## src/rtl/ft60x_fifo_slave.sv

```systemverilog
// rtl/ft60x_fifo_slave.sv - FT600/FT601 245-style synchronous FIFO slave with packet buffers
//
// Purpose: presents a slave FIFO to an FT60x-style bus master. Words arriving on
// s_axis are buffered and read out by the master; words written by the master are
// buffered and forwarded on m_axis, with tlast marking the end of each write burst.
//
// Ports:
//   usb_clk, rst_usbclk         clock, synchronous active-high reset
//   usb_rstn                    bus-master reset, active-low, sampled on usb_clk
//   usb_wr_n/usb_rd_n/usb_oe_n  master strobes
//   usb_txe_n/usb_rxf_n         slave flow-control flags (registered)
//   usb_data_i/usb_be_i         write data / byte enables from master
//   usb_data_o/usb_be_o         read data / byte enables to master
//   usb_data_t/usb_be_t         tristate controls, 0 = slave drives
//   s_axis_*                    host-to-master packet stream
//   m_axis_*                    master-to-host packet stream
//   err_flags                   sticky [0] overflow, [1] underflow, [2] bus conflict

module ft60x_fifo_slave #(
    parameter int FIFO_BUS_WIDTH = 2,
    parameter int BUF_DEPTH      = 64,
    parameter int TXE_MARGIN     = 4,
    parameter int RXF_GAP        = 2
) (
    input  logic                        usb_clk,
    input  logic                        rst_usbclk,
    input  logic                        usb_rstn,
    input  logic                        usb_wr_n,
    input  logic                        usb_rd_n,
    input  logic                        usb_oe_n,
    output logic                        usb_txe_n,
    output logic                        usb_rxf_n,
    input  logic [FIFO_BUS_WIDTH*8-1:0] usb_data_i,
    input  logic [FIFO_BUS_WIDTH-1:0]   usb_be_i,
    output logic [FIFO_BUS_WIDTH*8-1:0] usb_data_o,
    output logic [FIFO_BUS_WIDTH-1:0]   usb_be_o,
    output logic                        usb_data_t,
    output logic                        usb_be_t,
    input  logic                        s_axis_tvalid,
    output logic                        s_axis_tready,
    input  logic [FIFO_BUS_WIDTH*8-1:0] s_axis_tdata,
    input  logic [FIFO_BUS_WIDTH-1:0]   s_axis_tkeep,
    input  logic                        s_axis_tlast,
    output logic                        m_axis_tvalid,
    input  logic                        m_axis_tready,
    output logic [FIFO_BUS_WIDTH*8-1:0] m_axis_tdata,
    output logic [FIFO_BUS_WIDTH-1:0]   m_axis_tkeep,
    output logic                        m_axis_tlast,
    output logic [2:0]                  err_flags
);

    localparam int DW = FIFO_BUS_WIDTH * 8;
    localparam int BW = FIFO_BUS_WIDTH;
    localparam int EW = DW + BW + 1;          // entry = {last, be, data}
    localparam int AW = $clog2(BUF_DEPTH);
    localparam int CW = AW + 1;
    localparam int GW = (RXF_GAP < 2) ? 1 : $clog2(RXF_GAP + 1);

    typedef enum logic [1:0] {ST_IN, ST_TURN, ST_OUT} state_t;

    logic              rst;
    state_t            state_q, state_d;
    logic              data_t_q;

    logic [EW-1:0]     rbuf_q [BUF_DEPTH];
    logic [EW-1:0]     wbuf_q [BUF_DEPTH];
    logic [AW-1:0]     rrd_q, rwr_q, rrd_d;
    logic [AW-1:0]     wrd_q, wwr_q;
    logic [CW-1:0]     rcnt_q, rcnt_d, wcnt_q, wcnt_d;
    logic              tready_q, rxf_n_q, txe_n_q;
    logic [DW-1:0]     data_o_q;
    logic [BW-1:0]     be_o_q;
    logic [GW-1:0]     gap_q, gap_d;
    logic              hold_vld_q;
    logic [DW-1:0]     hold_data_q;
    logic [BW-1:0]     hold_be_q;
    logic [2:0]        err_q;

    logic              r_push, r_rd_req, r_pop, r_under;
    logic [EW-1:0]     r_in;
    logic [DW+BW-1:0]  r_next_head;
    logic              w_wr, w_conflict, w_full, w_pop, w_accept, w_over;
    logic [EW-1:0]     w_head;

    assign rst = rst_usbclk | ~usb_rstn;

    // Read direction: s_axis -> buffer -> bus
    assign r_in     = {s_axis_tlast, s_axis_tkeep, s_axis_tdata};
    assign r_push   = s_axis_tvalid & tready_q;
    assign r_rd_req = (state_q == ST_OUT) & ~usb_rd_n;
    assign r_pop    = r_rd_req & (rcnt_q != '0);
    assign r_under  = r_rd_req & (rcnt_q == '0);
    assign rrd_d    = rrd_q + AW'(r_pop);
    assign rcnt_d   = rcnt_q + CW'(r_push) - CW'(r_pop);

    // Next bus-side head; when the buffer drains to the word being pushed this
    // cycle, that word is not yet in memory and must be forwarded.
    always_comb begin
        r_next_head = rbuf_q[rrd_d][DW+BW-1:0];
        if (r_push && (rrd_d == rwr_q)) begin
            r_next_head = r_in[DW+BW-1:0];
        end
    end

    always_comb begin
        gap_d = gap_q;
        if (r_pop && rbuf_q[rrd_q][EW-1]) begin
            gap_d = GW'(RXF_GAP);
        end else if (gap_q != '0) begin
            gap_d = gap_q - GW'(1);
        end
    end

    // Write direction: bus -> hold register -> buffer -> m_axis
    assign w_wr       = ~usb_wr_n & usb_oe_n;
    assign w_conflict = ~usb_wr_n & ~usb_oe_n;
    assign w_head     = wbuf_q[wrd_q];
    assign w_full     = (wcnt_q == CW'(BUF_DEPTH));
    assign w_pop      = m_axis_tvalid & m_axis_tready;
    assign w_accept   = hold_vld_q & (~w_full | w_pop);
    assign w_over     = hold_vld_q & ~w_accept;
    assign wcnt_d     = wcnt_q + CW'(w_accept) - CW'(w_pop);

    always_comb begin
        state_d = state_q;
        case (state_q)
            ST_IN:   if (!usb_oe_n) state_d = ST_TURN;
            ST_TURN: state_d = usb_oe_n ? ST_IN : ST_OUT;
            ST_OUT:  if (usb_oe_n) state_d = ST_IN;
            default: state_d = ST_IN;
        endcase
    end

    // Buffer storage carries no reset; emptiness is defined by the pointers.
    always_ff @(posedge usb_clk) begin
        if (r_push) rbuf_q[rwr_q] <= r_in;
        // last is decided at push time: the burst ended if wr_n is high now
        if (w_accept) wbuf_q[wwr_q] <= {usb_wr_n, hold_be_q, hold_data_q};
    end

    always_ff @(posedge usb_clk) begin
        if (rst) begin
            state_q     <= ST_IN;
            data_t_q    <= 1'b1;
            rrd_q       <= '0;
            rwr_q       <= '0;
            rcnt_q      <= '0;
            wrd_q       <= '0;
            wwr_q       <= '0;
            wcnt_q      <= '0;
            tready_q    <= 1'b0;
            rxf_n_q     <= 1'b1;
            txe_n_q     <= 1'b1;
            data_o_q    <= '0;
            be_o_q      <= '0;
            gap_q       <= '0;
            hold_vld_q  <= 1'b0;
            hold_data_q <= '0;
            hold_be_q   <= '0;
            err_q       <= '0;
        end else begin
            state_q  <= state_d;
            data_t_q <= (state_d != ST_OUT);
            rrd_q    <= rrd_d;
            rwr_q    <= rwr_q + AW'(r_push);
            rcnt_q   <= rcnt_d;
            tready_q <= (rcnt_d != CW'(BUF_DEPTH));
            if (rcnt_d != '0) begin
                data_o_q <= r_next_head[DW-1:0];
                be_o_q   <= r_next_head[DW+BW-1:DW];
            end
            gap_q   <= gap_d;
            rxf_n_q <= !((rcnt_d != '0) && (gap_d == '0));

            hold_vld_q <= w_wr;
            if (w_wr) begin
                hold_data_q <= usb_data_i;
                hold_be_q   <= usb_be_i;
            end
            wrd_q   <= wrd_q + AW'(w_pop);
            wwr_q   <= wwr_q + AW'(w_accept);
            wcnt_q  <= wcnt_d;
            txe_n_q <= ((CW'(BUF_DEPTH) - wcnt_d) <= CW'(TXE_MARGIN));
            err_q   <= err_q | {w_conflict, r_under, w_over};
        end
    end

    assign usb_txe_n     = txe_n_q;
    assign usb_rxf_n     = rxf_n_q;
    assign usb_data_o    = data_o_q;
    assign usb_be_o      = be_o_q;
    assign usb_data_t    = data_t_q;
    assign usb_be_t      = data_t_q;
    assign s_axis_tready = tready_q;
    assign m_axis_tvalid = (wcnt_q != '0);
    assign m_axis_tdata  = w_head[DW-1:0];
    assign m_axis_tkeep  = w_head[DW+BW-1:DW];
    assign m_axis_tlast  = m_axis_tvalid & w_head[EW-1];
    assign err_flags     = err_q;

endmodule

```

## config.mk

```make
export PLATFORM = sky130hd
export DESIGN_NAME = ft60x_fifo_slave
export DESIGN_NICKNAME = d
export VERILOG_FILES = /design/src/rtl/ft60x_fifo_slave.sv
export SDC_FILE = /design/constraint.sdc
export NUM_CORES = 2
export LEC_CHECK = 0
export CAP_MARGIN = 20
export CELL_PAD_IN_SITES_DETAIL_PLACEMENT = 0
export CELL_PAD_IN_SITES_GLOBAL_PLACEMENT = 1
export CORE_MARGIN = 3
export CORE_UTILIZATION = 33
export DETAILED_ROUTE_END_ITERATION = 10
export PLACE_DENSITY = 0.55
export SLEW_MARGIN = 0
export SYNTH_ARGS = -nofsm -noshare
export SYNTH_HDL_FRONTEND = slang
export SYNTH_SLANG_ARGS = --single-unit
```

## constraint.sdc

```tcl
create_clock -name usb_clk -period 10 [get_ports usb_clk]
set_input_delay 3 -clock usb_clk [delete_from_list [all_inputs] [get_ports usb_clk]]
set_output_delay 3 -clock usb_clk [all_outputs]
set_load 0.02 [all_outputs]
```

==> results.toml <==
[min_path]
hold_path_class = "flop to flop"

[clock_tree]
htree_levels = 5
cts_tree = "built"
cts_root_buf = "clkbuf_16"
cts_setup_buffers = 0
path_clk_slew_ps = 60
cts_sinks = 2518
post_cts_resized = 0
clk_latency_ps = 860
numCtsBuffers = 277
cts_hold_buffers = 0
ctsLongestPathBuffers = 4

[timing]
fmax_mhz = 126
slew_headroom = 0.286
post-route-period-util = 0.792
worst_pin_slew_ps = 1070
rsz0062_at_grt = "false"
setup_violations = 0
finalCriticalPeriod_ps = 7920
timing.final.hold_violations = 0
hold_slack_ps = 419
finalMaxSlewViolations = 0
tns_ps = 0
skew_ps = 38.9

[critical_path]
critical_path_required_ps = 7000
slowest_delay_ps = 700
worstSetupPathType = "flop to primary output"
cp-start-kind = "flop"
r2r_setup_slack_ps = 4300
endpoint = "m_axis_tdata[13]"
cp_cell_sequence = "buf_4, buf_4, mux4_2, mux4_2, nor2b_1, a211oi_1, a21oi_1, clkdlybuf4s50_1"
reg2regPathDepth = 14
worstPathMaxFanout = 24
worst-path-stages = 8
reg2reg_to = "usb_data_o[9]$_SDFFE_PP0N_"
regToRegStartpoint = "rcnt_q[3]$_SDFF_PP0_"
slowest_stage = "dfxtp_4"
crit_buf_inv = 3
cp_top_family = "buffers and inverters"
cp-startpoint = "wrd_q[0]$_SDFF_PP0_"
end_kind = "primary output"
crit_arrival_ps = 4920

[floorplanning]
start_util = 0.332
dieArea_um2 = 301000
rows = 198
core_area_um2 = 292000
ioPinCount = 91
die_h_um = 548
die_w_um = 548

[global_route]
overflow = 0
grt_util_all_layers = 0.169
grt_pass1_wl_um = 367000
grt_pass1_vias = 47400
grt_start_max_net_pins = 71
antenna_found_initial = 21

[drt]
route.detailed.drc = 0
vias = 45500
drtAntennaViolNets = 0
wl_um = 258000
routedWlPerCell_um = 29.1
initialDrtViolationCount = 4467
viasPerCell = 5.15
dr.pass1.iters = 5

[placed_design]
port_buffers = 90
dp_hpwl_um = 147000
dpl_cell_area_um2 = 104000
gp_congestion = 0.778

[logic_synthesis]
synth_top_cell_area_share = 0.753
synth_edf_count = 2432
yosys_warnings = 0
synth_area_leaders = "edfxtp_1, mux4_2, dfxtp_1, nand2_1, nor2_1"
synth_cell_type_count = 65
synth_top_area_cell = "edfxtp_1"
syn_area_um2 = 97000
async_reset_ff_frac = 0
syn_inst = 4434
avgSynthCellArea_um2 = 21.9
ys_seq_elements = 2518
syn_nets = 4507
yosysSeqAreaShare = 0.770
synthFlopType = "edfxtp_1"

[power_and_ir_drop]
clkPwrFrac = 0.435
ir_worst_vdd_v = 0.000137
internal_power_mw = 17.5
power.leakage_nw = 35.7
switching_share = 0.215
comb_power_share = 0.046
netSwitchingPower_mw = 4.79
p_seq_frac = 0.520
powerDensity_nw_per_um2 = 198

[cells_and_area]
layout_common_cells = "edfxtp_1, mux4_2, clkbuf_16"
layout_commonest_cell = "edfxtp_1"
n_fill_cell = 26300
finish.instance_area_um2 = 112000
drive_gt1_frac = 0.291
multi_input_area_um2 = 21600
regArea_um2 = 74800
syn_to_final_growth_pct = 15.8
nNetsFinal = 4819

[run_status]
status = "completed"

[job]
drv_cap = 0
flip-flops by register name, summed over array words and instances, names as in the netlist, 2 cells and up:
name / flops
rbuf_q: 1216
wbuf_q: 1216
hold_data_q: 16
usb_data_o: 16
rcnt_q: 7
wcnt_q: 7
rrd_q: 6
rwr_q: 6
wrd_q: 6
wwr_q: 6
err_flags: 3
gap_q: 2
hold_be_q: 2
state_q: 2
usb_be_o: 2
per-stage QoR:
| stage | util | setup slack (ps) | instances | total power [mW] |
|---|---|---|---|---|
| global route | 0.385 | 1790 | 8850 | 23.0 |
| detailed placement | 0.356 | 1880 | 8367 | 12.8 |
| floorplan | - | 4230 | 4434 | 12.4 |
| global placement | 0.356 | 1760 | 8365 | 12.8 |
| CTS | 0.385 | 1870 | 8848 | 22.5 |
| finish | 0.385 | 2080 | 8852 | 22.3 |
per-layer routing:
layer | vias to the layer above | routed length (um) | global-route usage
met5 | - | 13 | 0
met3 | 324 | 13800 | 0.0281
met4 | 2 | 5630 | 0.0395
met2 | 1234 | 129000 | 0.286
met1 | 24900 | 109000 | 0.230
li1 | 19100 | - | -
cell type report:
class / count / share of cell area
Sequential cell: 2518 / 0.666
Multi-Input combinational cell: 1632 / 0.192
Clock buffer: 352 / 0.0658
Tap cell: 3900 / 0.0434
Timing Repair Buffer: 277 / 0.0215
Clock inverter: 129 / 0.00975
Inverter: 40 / 0.00134
Antenna cell: 4 / 0.0000891
Yosys cell counts, drive strengths merged (5+ instances only):
| library cell | instances |
|---|---|
| nand2b | 5 |
| edfxtp | 2432 |
| clkbuf | 121 |
| dfxtp | 86 |
| inv | 40 |
| ha | 26 |
| nor3 | 5 |
| o211a | 16 |
| xor2 | 15 |
| nand3b | 6 |
| mux2 | 5 |
| xnor2 | 15 |
| and2 | 18 |
| nor2b | 20 |
| or3 | 7 |
| a21oi | 54 |
| mux2i | 48 |
| o21ai | 23 |
| a211oi | 12 |
| nand3 | 95 |
| nand2 | 271 |
| nor2 | 170 |
| mux4 | 697 |
| a32oi | 32 |
| buf | 123 |
| nand4 | 36 |
power by group through the flow:
| stage | Combinational [mW] | Sequential [mW] | Clock (mW) |
|---|---|---|---|
| 2_1_floorplan | 0.629 | 11.8 | 0 |
| 6_report | 1.02 | 11.6 | 9.67 |
| 4_1_cts | 1.05 | 11.6 | 9.90 |
| 3_5_place_dp | 1.05 | 11.8 | 0 |
| 3_3_place_gp | 1.04 | 11.8 | 0 |
| 5_1_grt | 1.10 | 11.6 | 10.3 |
kinds of logic (layout without fill, tap and decap cells):
family,Yosys count,count (layout),share of synthesized area
AOI/OAI and AO/OA,168,168,0.0121
other,0,4,0
xor gates and xnor gates,32,32,0.00325
DFF,2518,2518,0.770
buffers and inverters,284,798,0.0131
and+or+nand+nor,654,654,0.0299
adders and majority gates,28,28,0.00377
muxes,750,750,0.168
how the worst min path moves through the flow:
stage / from / end / slack (ps) / depth (start not counted)
after floorplan: gap_q[0]$_SDFF_PP0_ / gap_q[0]$_SDFF_PP0_ / 400 / 1
after global placement: gap_q[0]$_SDFF_PP0_ / gap_q[0]$_SDFF_PP0_ / 400 / 1
after detailed placement: gap_q[0]$_SDFF_PP0_ / gap_q[0]$_SDFF_PP0_ / 410 / 1
after CTS: gap_q[0]$_SDFF_PP0_ / gap_q[0]$_SDFF_PP0_ / 420 / 1
after global routing: gap_q[0]$_SDFF_PP0_ / gap_q[0]$_SDFF_PP0_ / 440 / 1
final: gap_q[0]$_SDFF_PP0_ / gap_q[0]$_SDFF_PP0_ / 420 / 1
worst register-to-register path: cells and delay by family (launching register included):
family,cells,cell delay (ps)
AND/OR/NAND/NOR,5,1540
AO/OA/AOI/OAI,3,1290
adder cells (fa/ha/maj),3,1280
buffers and inverters,2,840
multiplexers,1,380
flip-flops,1,320
No activity file was read; power rests on OpenSTA's default activity.
